$ cat config.mk
export PLATFORM = sky130hd
export DESIGN_NAME = toy_decode
export DESIGN_NICKNAME = d
export VERILOG_FILES = /design/src/rtl/toy_pack.sv /design/src/rtl/toy_scoreboard.sv /design/src/rtl/toy_decode.sv
export SDC_FILE = /design/constraint.sdc
export NUM_CORES = 1
export LEC_CHECK = 0
export BUFFER_PORTS_ARGS = -buffer_cell sky130_fd_sc_hd__buf_4
export CAP_MARGIN = 30
export CORE_MARGIN = 4
export CORE_UTILIZATION = 58
export CTS_CLUSTER_SIZE = 16
export DETAILED_ROUTE_END_ITERATION = 16
export PLACE_DENSITY = 0.86
export SLEW_MARGIN = 15
export SYNTH_ARGS = -nofsm -noshare
export SYNTH_HDL_FRONTEND = slang
export SYNTH_SLANG_ARGS = --single-unit
$ cat constraint.sdc
create_clock -name clk -period 7.3 [get_ports clk]
set_input_delay 1.095 -clock clk [delete_from_list [all_inputs] [get_ports clk]]
set_output_delay 1.095 -clock clk [all_outputs]
set_load 0.1 [all_outputs]
$ cat src/rtl/toy_pack.sv
// Shared RV32I decode types: opcode constants, op classes, immediate formats
// and the immediate-assembly helper.
package toy_pack;

    localparam int INST_FIELD_OPCODE   = 0;
    localparam int INST_FIELD_OPCODE_W = 7;

    localparam logic [6:0] OPC_LUI      = 7'b0110111;
    localparam logic [6:0] OPC_AUIPC    = 7'b0010111;
    localparam logic [6:0] OPC_JAL      = 7'b1101111;
    localparam logic [6:0] OPC_JALR     = 7'b1100111;
    localparam logic [6:0] OPC_BRANCH   = 7'b1100011;
    localparam logic [6:0] OPC_LOAD     = 7'b0000011;
    localparam logic [6:0] OPC_STORE    = 7'b0100011;
    localparam logic [6:0] OPC_OP_IMM   = 7'b0010011;
    localparam logic [6:0] OPC_OP       = 7'b0110011;
    localparam logic [6:0] OPC_MISC_MEM = 7'b0001111;
    localparam logic [6:0] OPC_SYSTEM   = 7'b1110011;

    typedef enum logic [3:0] {
        CLS_ALU_R   = 4'd0,
        CLS_ALU_I   = 4'd1,
        CLS_LOAD    = 4'd2,
        CLS_STORE   = 4'd3,
        CLS_BRANCH  = 4'd4,
        CLS_JAL     = 4'd5,
        CLS_JALR    = 4'd6,
        CLS_LUI     = 4'd7,
        CLS_AUIPC   = 4'd8,
        CLS_SYSTEM  = 4'd9,
        CLS_FENCE   = 4'd10,
        CLS_ILLEGAL = 4'd11
    } dec_class_e;

    typedef enum logic [2:0] {
        FMT_I    = 3'd0,
        FMT_S    = 3'd1,
        FMT_B    = 3'd2,
        FMT_U    = 3'd3,
        FMT_J    = 3'd4,
        FMT_NONE = 3'd5
    } imm_fmt_e;

    function automatic logic [31:0] imm_gen(input logic [31:0] inst, input imm_fmt_e fmt);
        logic [31:0] imm;
        case (fmt)
            FMT_I:   imm = {{20{inst[31]}}, inst[31:20]};
            FMT_S:   imm = {{20{inst[31]}}, inst[31:25], inst[11:7]};
            FMT_B:   imm = {{19{inst[31]}}, inst[31], inst[7], inst[30:25], inst[11:8], 1'b0};
            FMT_U:   imm = {inst[31:12], 12'h000};
            FMT_J:   imm = {{11{inst[31]}}, inst[31], inst[19:12], inst[20], inst[30:21], 1'b0};
            default: imm = 32'h0000_0000;
        endcase
        return imm;
    endfunction

endpackage

$ cat src/rtl/toy_scoreboard.sv
// In-flight register writer tracking: one busy bit per architectural register,
// x0 never busy. A set beats any clear aimed at the same register.
module toy_scoreboard
    import toy_pack::*;
#(
    parameter int REG_NUM = 32,
    parameter int IDX_W   = $clog2(REG_NUM)
) (
    input  logic             clk,
    input  logic             rst_n,
    input  logic             set_en_i,
    input  logic [IDX_W-1:0] set_idx_i,
    input  logic             clr_en_i,
    input  logic [IDX_W-1:0] clr_idx_i,
    input  logic             fclr_en_i,
    input  logic [IDX_W-1:0] fclr_idx_i,
    input  logic [IDX_W-1:0] q1_idx_i,
    input  logic [IDX_W-1:0] q2_idx_i,
    input  logic [IDX_W-1:0] q3_idx_i,
    output logic             q1_busy_o,
    output logic             q2_busy_o,
    output logic             q3_busy_o
);

    logic [REG_NUM-1:0] busy_q;
    logic [REG_NUM-1:0] busy_d;

    // Next busy vector: set wins over writeback and flush clears.
    always_comb begin
        busy_d    = busy_q;
        busy_d[0] = 1'b0;
        for (int i = 1; i < REG_NUM; i++) begin
            busy_d[i] = (set_en_i && (set_idx_i == IDX_W'(i))) ? 1'b1 :
                        ((clr_en_i && (clr_idx_i == IDX_W'(i))) ||
                         (fclr_en_i && (fclr_idx_i == IDX_W'(i)))) ? 1'b0 : busy_q[i];
        end
    end

    // Busy register with synchronous active-low reset.
    always_ff @(posedge clk) begin
        if (!rst_n) begin
            busy_q <= '0;
        end else begin
            busy_q <= busy_d;
        end
    end

    assign q1_busy_o = busy_q[q1_idx_i];
    assign q2_busy_o = busy_q[q2_idx_i];
    assign q3_busy_o = busy_q[q3_idx_i];

endmodule

$ cat src/rtl/toy_decode.sv
// RV32I decode stage: cracks fetched instructions into a single registered
// output slot, stalling fetch on RAW/WAW hazards and dropping work on redirect.
module toy_decode
    import toy_pack::*;
#(
    parameter int INST_WIDTH = 32,
    parameter int ADDR_WIDTH = 32,
    parameter int REG_NUM    = 32
) (
    input  logic                  clk,
    input  logic                  rst_n,
    input  logic                  instruction_vld,
    output logic                  instruction_rdy,
    input  logic [INST_WIDTH-1:0] instruction_pld,
    input  logic [ADDR_WIDTH-1:0] instruction_pc,
    input  logic                  flush_en,
    output logic                  dec_vld,
    input  logic                  dec_rdy,
    output logic [ADDR_WIDTH-1:0] dec_pc,
    output logic [INST_WIDTH-1:0] dec_inst,
    output logic [3:0]            dec_class,
    output logic [4:0]            dec_rd,
    output logic [4:0]            dec_rs1,
    output logic [4:0]            dec_rs2,
    output logic [31:0]           dec_imm,
    output logic                  dec_rd_wen,
    input  logic                  wb_vld,
    input  logic [4:0]            wb_rd
);

    logic [6:0]       opcode_s;
    logic [4:0]       rd_s;
    logic [4:0]       rs1_s;
    logic [4:0]       rs2_s;
    dec_class_e       cls_s;
    imm_fmt_e         fmt_s;
    logic             rs1_use_s;
    logic             rs2_use_s;
    logic             wen_raw_s;
    logic             rd_wen_s;
    logic [31:0]      imm_s;
    logic             rs1_busy_s;
    logic             rs2_busy_s;
    logic             rd_busy_s;
    logic             hazard_s;
    logic             accept_s;
    logic             drain_s;
    logic             fclr_en_s;

    logic                  dec_vld_q,    dec_vld_d;
    logic [ADDR_WIDTH-1:0] dec_pc_q,     dec_pc_d;
    logic [INST_WIDTH-1:0] dec_inst_q,   dec_inst_d;
    dec_class_e            dec_class_q,  dec_class_d;
    logic [4:0]            dec_rd_q,     dec_rd_d;
    logic [4:0]            dec_rs1_q,    dec_rs1_d;
    logic [4:0]            dec_rs2_q,    dec_rs2_d;
    logic [31:0]           dec_imm_q,    dec_imm_d;
    logic                  dec_rd_wen_q, dec_rd_wen_d;

    assign opcode_s = instruction_pld[INST_FIELD_OPCODE +: INST_FIELD_OPCODE_W];
    assign rd_s     = instruction_pld[11:7];
    assign rs1_s    = instruction_pld[19:15];
    assign rs2_s    = instruction_pld[24:20];

    // Opcode crack; every legal opcode ends in 2'b11, so compressed or unknown encodings fall to ILLEGAL.
    always_comb begin
        cls_s     = CLS_ILLEGAL;
        fmt_s     = FMT_NONE;
        rs1_use_s = 1'b0;
        rs2_use_s = 1'b0;
        wen_raw_s = 1'b0;
        case (opcode_s)
            OPC_OP:       begin cls_s = CLS_ALU_R;  fmt_s = FMT_NONE; rs1_use_s = 1'b1; rs2_use_s = 1'b1; wen_raw_s = 1'b1; end
            OPC_OP_IMM:   begin cls_s = CLS_ALU_I;  fmt_s = FMT_I;    rs1_use_s = 1'b1; wen_raw_s = 1'b1; end
            OPC_LOAD:     begin cls_s = CLS_LOAD;   fmt_s = FMT_I;    rs1_use_s = 1'b1; wen_raw_s = 1'b1; end
            OPC_STORE:    begin cls_s = CLS_STORE;  fmt_s = FMT_S;    rs1_use_s = 1'b1; rs2_use_s = 1'b1; end
            OPC_BRANCH:   begin cls_s = CLS_BRANCH; fmt_s = FMT_B;    rs1_use_s = 1'b1; rs2_use_s = 1'b1; end
            OPC_JAL:      begin cls_s = CLS_JAL;    fmt_s = FMT_J;    wen_raw_s = 1'b1; end
            OPC_JALR:     begin cls_s = CLS_JALR;   fmt_s = FMT_I;    rs1_use_s = 1'b1; wen_raw_s = 1'b1; end
            OPC_LUI:      begin cls_s = CLS_LUI;    fmt_s = FMT_U;    wen_raw_s = 1'b1; end
            OPC_AUIPC:    begin cls_s = CLS_AUIPC;  fmt_s = FMT_U;    wen_raw_s = 1'b1; end
            OPC_SYSTEM:   begin cls_s = CLS_SYSTEM; fmt_s = FMT_I;    rs1_use_s = 1'b1; wen_raw_s = 1'b1; end
            OPC_MISC_MEM: begin cls_s = CLS_FENCE;  fmt_s = FMT_NONE; end
            default:      begin cls_s = CLS_ILLEGAL; fmt_s = FMT_NONE; end
        endcase
    end

    assign imm_s    = imm_gen(instruction_pld[31:0], fmt_s);
    assign rd_wen_s = wen_raw_s & (rd_s != 5'd0);

    assign hazard_s        = (rs1_use_s & rs1_busy_s) | (rs2_use_s & rs2_busy_s) | (rd_wen_s & rd_busy_s);
    assign instruction_rdy = ~flush_en & ~hazard_s & (~dec_vld_q | dec_rdy);
    assign accept_s        = instruction_vld & instruction_rdy;
    assign drain_s         = dec_vld_q & dec_rdy;
    // An entry drained in the flush cycle has issued, so only a stuck entry releases its rd.
    assign fclr_en_s       = flush_en & dec_vld_q & ~dec_rdy & dec_rd_wen_q;

    toy_scoreboard #(
        .REG_NUM (REG_NUM),
        .IDX_W   (5)
    ) u_sb (
        .clk        (clk),
        .rst_n      (rst_n),
        .set_en_i   (accept_s & rd_wen_s),
        .set_idx_i  (rd_s),
        .clr_en_i   (wb_vld),
        .clr_idx_i  (wb_rd),
        .fclr_en_i  (fclr_en_s),
        .fclr_idx_i (dec_rd_q),
        .q1_idx_i   (rs1_s),
        .q2_idx_i   (rs2_s),
        .q3_idx_i   (rd_s),
        .q1_busy_o  (rs1_busy_s),
        .q2_busy_o  (rs2_busy_s),
        .q3_busy_o  (rd_busy_s)
    );

    // Output slot next state: flush empties, accept loads, drain empties, else hold.
    always_comb begin
        dec_vld_d    = dec_vld_q;
        dec_pc_d     = dec_pc_q;
        dec_inst_d   = dec_inst_q;
        dec_class_d  = dec_class_q;
        dec_rd_d     = dec_rd_q;
        dec_rs1_d    = dec_rs1_q;
        dec_rs2_d    = dec_rs2_q;
        dec_imm_d    = dec_imm_q;
        dec_rd_wen_d = dec_rd_wen_q;
        if (flush_en) begin
            dec_vld_d = 1'b0;
        end else if (accept_s) begin
            dec_vld_d    = 1'b1;
            dec_pc_d     = instruction_pc;
            dec_inst_d   = instruction_pld;
            dec_class_d  = cls_s;
            dec_rd_d     = rd_s;
            dec_rs1_d    = rs1_s;
            dec_rs2_d    = rs2_s;
            dec_imm_d    = imm_s;
            dec_rd_wen_d = rd_wen_s;
        end else if (drain_s) begin
            dec_vld_d = 1'b0;
        end else begin
            dec_vld_d = dec_vld_q;
        end
    end

    // Output slot registers with synchronous active-low reset.
    always_ff @(posedge clk) begin
        if (!rst_n) begin
            dec_vld_q    <= 1'b0;
            dec_pc_q     <= '0;
            dec_inst_q   <= '0;
            dec_class_q  <= CLS_ALU_R;
            dec_rd_q     <= 5'd0;
            dec_rs1_q    <= 5'd0;
            dec_rs2_q    <= 5'd0;
            dec_imm_q    <= 32'h0000_0000;
            dec_rd_wen_q <= 1'b0;
        end else begin
            dec_vld_q    <= dec_vld_d;
            dec_pc_q     <= dec_pc_d;
            dec_inst_q   <= dec_inst_d;
            dec_class_q  <= dec_class_d;
            dec_rd_q     <= dec_rd_d;
            dec_rs1_q    <= dec_rs1_d;
            dec_rs2_q    <= dec_rs2_d;
            dec_imm_q    <= dec_imm_d;
            dec_rd_wen_q <= dec_rd_wen_d;
        end
    end

    assign dec_vld    = dec_vld_q;
    assign dec_pc     = dec_pc_q;
    assign dec_inst   = dec_inst_q;
    assign dec_class  = dec_class_q;
    assign dec_rd     = dec_rd_q;
    assign dec_rs1    = dec_rs1_q;
    assign dec_rs2    = dec_rs2_q;
    assign dec_imm    = dec_imm_q;
    assign dec_rd_wen = dec_rd_wen_q;

endmodule

# Word-level counts from Yosys, hierarchy flattened
# Cells that the tools add are included.
# classes
addsub	0
n_mul	0
div	0
n_lt_le_gt_ge	3
n_eq_ne	108
n_shift	0
mux	76
n_bitwise	20
n_reduce_logical	165
# op_table
cell	count
equality test 5 bit, second input constant	48
case mux 32 bit (5 select lines)	1
equality test 5 x 4 -> 1 bit, second input constant	24
logical AND 1 bit	93
2-to-1 mux 1 bit	70
nonzero test 2 bit	32
equality test 5 x 3 -> 1 bit, second input constant	12
case mux 4 bit (11 select lines)	1
logical OR 1 bit	31
equality test 5 x 2 -> 1 bit, second input constant	6
equality test 7 bit, second input constant	4
equality test 7 x 6 -> 1 bit, second input constant	3
less-than comparator 5 x 6 -> 1 bit, second input constant	3
binary-select mux 1 bit (select 5 bit)	3
equality test 5 x 1 -> 1 bit, second input constant	3
case mux 3 bit (5 select lines)	1
equality test 7 x 5 -> 1 bit, second input constant	2
AND 1 bit	12
OR reduction 8 bit	1
equality test 7 x 2 -> 1 bit, second input constant	1
equality test 7 x 4 -> 1 bit, second input constant	1
OR reduction 7 bit	1
equality test 3 x 2 -> 1 bit, second input constant	2
inverter 1 bit	5
other kinds (9)	12
# word_totals
reg_bits	149
latch_bits	0
ram_bits	0
mem_bits_ro	0
input_bits	75
n_memories	0

# Logic depth before layout (Yosys ltp)
# Gate-level depths: netlist of the first run.
# logic_depth
depth_word	13
ltp_mapped	11
mapped_depth_nobuf	7

# Modules after synthesis
# Synthesis of the first run repeated with hierarchy kept, for this count alone.
# hier_totals
cells_unflattened	884
area_unflattened_um2	7474.7
# by_module_without_submodules
mod	instances	cells_per_inst	area_per_inst_um2	seq_area_each_um2
toy_decode	1	596	4902.2	2042.0
toy_scoreboard	1	288	2572.5	620.6

# Worst setup path before layout of the first run
# Ideal clock, no wire load.
# synth_path
kind	input port to output port
start	input port instruction_pld[20]
end	output port instruction_rdy
t_arrival_ns	3.395
required_ns	6.205
setup_slack_ns	2.810
stages	9
path_buffers	3
cell_sequence	buf_2 > mux4_2 > nand2_1 > o21ai_0 > o2111ai_1 > and3_1 > buf_4 > buf_2 > and4_1
# synth_between
elab_chain_len	8
# synth_rtl
item	line_no	source
start, declared	toy_decode.sv:14	input logic [INST_WIDTH-1:0] instruction_pld,
binary-select mux 1 bit (select 5 bit)	toy_scoreboard.sv:49	assign q2_busy_o = busy_q[q2_idx_i];
2-to-1 mux 1 bit (implied by the code)	toy_scoreboard.sv:49	
AND 1 bit	toy_decode.sv:91	assign hazard_s = (rs1_use_s & rs1_busy_s) | (rs2_use_s & rs2_busy_s) | (rd_wen_s & rd_busy_s);
OR 1 bit (2 in a row)	toy_decode.sv:91	
inverter 1 bit	toy_decode.sv:92	assign instruction_rdy = ~flush_en & ~hazard_s & (~dec_vld_q | dec_rdy);
AND 1 bit (2 in a row)	toy_decode.sv:92	
end, declared	toy_decode.sv:13	output logic instruction_rdy,
# Every way passes these cells. The select of a mux whose other input is x is not followed.

# Worst setup path after layout of the first run
# layout_path
start	input port instruction_pld[21]
end	output port instruction_rdy
# Same word-level chain as after synthesis.

==> results of run 1 <==
## registers in the layout, summed over array words and instances, names as in the netlist
signal       cells
dec_imm         32
dec_pc          32
dec_vld          1
dec_inst        32
dec_rd_wen       1
dec_class        4
u_sb.busy_q     31
## kinds of logic (layout without fill, tap and decap cells)
group / Yosys count / in the layout
AO/OA/AOI/OAI: 143 / 143
XOR/XNOR: 1 / 1
buffers and inverters: 99 / 240
flip-flops: 133 / 133
multiplexers: 123 / 123
AND/OR/NAND/NOR: 326 / 326
## worst paths after layout
check | startpoint | endpoint | slack, ns | depth (start not counted)
max | instruction_pld[21] | instruction_rdy | 2.64 | 7
min | dec_pc[25] | dec_pc[25] | 0.46 | 2
max reg2reg | u_sb.busy_q[13] | dec_inst[17] | 3.43 | 7
min reg2reg | dec_pc[25] | dec_pc[25] | 0.46 | 2
## area by class of cell
cell class,instances,area (µm²),area share [%]
Multi-Input combinational cell,593,4218,45.63
Sequential cell,133,2663,28.81
Timing Repair Buffer,199,1518,16.42
Clock buffer,20,466.7,5.049
Tap cell,172,215.2,2.328
Clock inverter,12,128.9,1.394
Inverter,9,33.78,0.3655
## worst max-delay path: stages
cell and delay, ns:
buf_4 0.19, mux4_2 0.52, mux2_2 0.28, o2111ai_1 0.18
and3_1 0.66, and4_1 0.34, buf_4 0.31
## per-stage QoR
| step | cells | power (mW) | util (%) | area (µm²) | hold slack [ns] |
|---|---|---|---|---|---|
| after detailed placement | 1105 | 1.267 | 68.58 | 8620 | 0.4486 |
| final | 1138 | 2.103 | 73.54 | 9243 | 0.4555 |
| after global routing | 1138 | 2.168 | 73.54 | 9243 | 0.4699 |
| after CTS | 1137 | 2.107 | 73.32 | 9215 | 0.4579 |
| after floorplan | 825 | 1.159 | - | 7422 | 0.4791 |
| after global placement | 1105 | 1.262 | 68.58 | 8620 | 0.4418 |
## per-layer routing
layer	GRT usage (%)	share of wire, %
met1	38.32	38
met2	51.34	49
met3	7.879	9.7
met4	14.38	3.9
met5	0	0
## power by group through the flow
stage / clock network [mW] / logic (mW) / registers [mW]
2_1_floorplan: 0 / 0.187 / 0.972
3_3_place_gp: 0 / 0.475 / 0.786
3_5_place_dp: 0 / 0.480 / 0.787
4_1_cts: 0.853 / 0.482 / 0.772
5_1_grt: 0.889 / 0.504 / 0.775
6_report: 0.845 / 0.486 / 0.772
## cells in the mapped netlist (all sizes together) (2+ instances only)
cell type | number | area share, %
nand4 | 4 | 0.34
and3 | 7 | 0.59
and3b | 2 | 0.24
o31ai | 8 | 0.81
nor2b | 16 | 1.3
o41ai | 25 | 5.2
mux4 | 14 | 4.2
and2 | 2 | 0.17
nor2 | 19 | 0.96
a22oi | 3 | 0.30
or2 | 3 | 0.25
nand2 | 228 | 12
nand3 | 22 | 1.7
dfxtp | 133 | 36
a311oi | 18 | 3.1
nand2b | 10 | 0.84
a22o | 4 | 0.47
or3 | 2 | 0.17
nor3 | 3 | 0.20
mux2i | 105 | 14
a2111oi | 3 | 0.35
a31oi | 18 | 1.5
and4 | 3 | 0.35
buf | 47 | 4.9
o21ai | 8 | 0.54
mux2 | 4 | 0.61
o2111ai | 33 | 3.9
inv | 9 | 0.46
clkbuf | 43 | 2.2
a21oi | 9 | 0.61
a21o | 5 | 0.51
a211oi | 3 | 0.30
==> qor.yml, run 1 <==
dp_hpwl_mm: 16.07
antenna_found_initial: 0
cts_root_buf: "clkbuf_16"
wl_mm: 22.93
layout_commonest_cell: "nand2_1"
ys_seq_area_share_pct: 35.87
pwr-share-comb_pct: 23.1
hold_buffers: 0
ant_nets: 0
rows: 41
skew_ns: 0.004701
drv_slew: 0
cp.required_ns: 6.20
synth_compound_area_share_pct: 18.32
port_buffers: 192
start_util_pct: 59.05
pre_cts_slack_ns: 2.563
synthCells: 825
cp_max_fo: 20
place.gp.congestion: 1.049
drc: 0
setup_ws_ns: 2.635
ys.flop_type: "dfxtp_1"
path_clk_slew_ns: 0.06
synth-xor-area-share_pct: 0.1180
holdCritPathClass: "flip-flop to flip-flop"
clockBufferDepth: 2
syn_area_mm2: 0.007422
irDropWorstVdd_mv: 0.1732
ys_ff_latch: 133
finalSetupTns_ns: 0
fmax_mhz: 214.4
synthAdderAreaFrac_pct: 0
yosys.area_share.simple_pct: 19.17
seqPwrFrac_pct: 36.7
viasPerCell: 6.139
synth.area.mux_share_pct: 19.02
p_per_area_mw_per_mm2: 227.5
setup_viol_count_final: 0
grt.total_usage_pct: 31.18
grt_max_degree: 100
syn_nets: 900
min_period_over_period_pct: 63.90
grt_pass1_wl_mm: 35.74
synth_top_family_by_area: "simple AND/OR/NAND/NOR gates"
crit_type: "primary input to output pin"
critical_path.startpoint_type: "primary input"
wire_per_inst_um: 20.15
p_int_mw: 1.399
die_w_um: 121.1
synthArstFlopShare_pct: 0
first_pass_iters: 6
synth_edf_count: 0
finalCriticalPeriod_ns: 4.665
switching_share_pct: 33.48
core_mm2: 0.01257
cts_setup_buffers: 0
cts_tree: "yes"
finalHoldViolations: 0
avgSynthCellArea_um2: 8.997
drt_iter0_markers: 833
p_clk_share_pct: 40.2
htreeDepth: 4
status: "complete, no violations"
fillCellCount: 903
ys_types: 53
p_leak_nw: 3.845
rsz0062_at_grt: "no"
ios: 193
cts_resized: 0
crit_arrival_ns: 3.57
num_antenna_cells: 0
drive_above_1_share_pct: 29.92
insertion_delay_ns: 0.42
grt.overflow.total: 0
vias: 6986
relSlewSlack_pct: 35.03
grt_pass1_vias: 6481
die_area_mm2: 0.01467
yosys_warnings: 0
fin_nets: 1028
p_switching_uw: 703.9
layout_common_cells: "nand2_1 (228), buf_4 (197), dfxtp_1 (133)"
max-cap-violations: 0
area_growth_pct: 24.53
cts_made_buffers: 17
cp-end-kind: "output pin"
worst_pin_slew_ns: 0.9746
die_h_um: 121.1
cts.sinks: 133
Note: power is estimated with default switching activity, not from simulation.
==> inputs of run 2 (changes only) <==
CORE_UTILIZATION = 54   (was 58)
PLACE_DENSITY = 0.81   (was 0.86)
clock period = 4.7 ns   (was 7.3 ns; I/O delays follow)
==> run 2 against run 1 <==
Global-route usage shrank 2.5 points. Combinational power increased by 56%. Worst setup slack got worse by 1.6 ns. Critical path depth is the same. Sequential share of layout area shrank 0.23 points. Non-clock buffer count is 7 higher. Register-to-register slack worse by 1.9 ns. Sequential power grew 55%. Count of clock-buffer cells in the layout shrank 1. Die area up 6.9%. Critical endpoint unchanged. Largest power group unchanged. Highest routed layer unchanged.
==> qor.yml, run 2 (synthesis gave the netlist of run 1 again) <==
die_h_um: 125.2
cp.required_ns: 3.99
area_growth_pct: 25.52
path_cells: "buf_4 > mux2_2 > a211oi_1 > o41ai_1 > o21ai_1 > and4_1 > buf_4"
crit_arrival_ns: 2.92
finalHoldViolations: 0
cts_tree: "yes"
hold_depth: 2
hold_buffers: 0
antenna_found_initial: 0
p_switching_mw: 1.110
layout_commonest_cell: "nand2_1"
path_clk_slew_ns: 0.06
cp_max_fo: 20
cp-end-kind: "output pin"
finalSetupTns_ns: 0
seqPwrFrac_pct: 36.2
pwr-share-comb_pct: 22.9
rsz0062_at_grt: "no"
dp_hpwl_mm: 16.10
slowest_stage: "o21ai_1"
core_mm2: 0.01335
drt_iter0_markers: 836
power_mw: 3.310
die_area_mm2: 0.01568
max-cap-violations: 0
p_int_mw: 2.200
ant_nets: 0
switching_share_pct: 33.53
cts_made_buffers: 17
layout_common_cells: "nand2_1 (228), buf_4 (203), dfxtp_1 (133)"
cts_root_buf: "clkbuf_16"
setup_viol_count_final: 0
relSlewSlack_pct: 34.14
first_pass_iters: 7
status: "complete, no violations"
ff2ff_path_depth: 8
ios: 193
grt_pass1_vias: 6611
drc: 0
rows: 42
grt.total_usage_pct: 28.63
viasPerCell: 6.131
finalCriticalPeriod_ns: 3.620
port_buffers: 192
num_antenna_cells: 0
drv_slew: 0
vias: 7038
min_period_over_period_pct: 77.03
htreeDepth: 4
holdCritPathClass: "flip-flop to flip-flop"
crit_cells: 7
p_clk_share_pct: 40.8
place.gp.congestion: 0.9376
whs_ns: 0.4569
cpMostUsedCell: "buf_4"
critical_path.startpoint_type: "primary input"
utilization_pct: 69.80
drive_above_1_share_pct: 30.25
irDropWorstVdd_mv: 0.2689
grt_pass1_wl_mm: 36.14
wl_mm: 23.05
start_util_pct: 55.61
cts.sinks: 133
insertion_delay_ns: 0.42
clockBufferDepth: 2
p_leak_nw: 3.872
skew_ns: 0.005253
grt_max_degree: 79
crit_type: "primary input to output pin"
die_w_um: 125.2
fin_nets: 1035
slowest_delay_ns: 0.53
wire_per_inst_um: 20.08
cts_resized: 0
p_per_area_mw_per_mm2: 355.3
cpLargestDelayFamily: "compound AO/OA/AOI/OAI gates"
worst_pin_slew_ns: 0.9842
critPathBufInv: 2
cts_setup_buffers: 0
grt.overflow.total: 0
fmax_mhz: 276.2
==> run 2: routing by layer <==
| layer | share of wire (%) | track usage (%) | routed length, µm | vias up |
|---|---|---|---|---|
| li1 | - | - | - | 3249 |
| met1 | 38 | 34.67 | 8755 | 3295 |
| met2 | 49 | 48.53 | 11310 | 422 |
| met3 | 9.1 | 7.122 | 2107 | 72 |
| met4 | 3.8 | 12.24 | 884 | 0 |
| met5 | 0 | 0 | 0 | - |
==> run 2: tightest hold or removal path, cell delays in order, from the launching register on <==
cell,delay [ns]
dfxtp_1,0.31
nand2_1,0.05
mux2i_1,0.05
==> run 2: final timing paths <==
check,endpoint,slack [ns],startpoint
worst max-delay path,instruction_rdy,1.08,instruction_pld[8]
worst min-delay path,dec_pc[24],0.46,dec_pc[24]
worst max register to register,dec_inst[13],1.51,u_sb.busy_q[29]
worst min register to register,dec_pc[24],0.46,dec_pc[24]
==> run 2: layout make-up <==
class | count | area, µm²
clock inverters | 12 | 156.4
fillers | 1075 | 4031
well taps | 176 | 220.2
clock buffers | 19 | 442.9
flip-flops and latches | 133 | 2663
inverters | 9 | 33.78
multi-input cells | 593 | 4225
repair buffers | 206 | 1575
==> run 2: per-stage QoR <==
step                worst slack (ns)  std cells  area (µm²)
floorplan                     0.9904        825        7422
global placement               1.034       1116        8697
detailed placement            0.9647       1117        8717
CTS                            1.095       1148        9316
global route                  0.9529       1148        9316
finish                         1.080       1148        9316
==> run 2: power by group through the flow <==
stage	combinational [mW]	clock, mW	sequential (mW)
3_5_place_dp	0.753	0	1.22
3_3_place_gp	0.746	0	1.22
4_1_cts	0.756	1.36	1.20
2_1_floorplan	0.290	0	1.51
5_1_grt	0.789	1.42	1.20
6_report	0.760	1.35	1.20
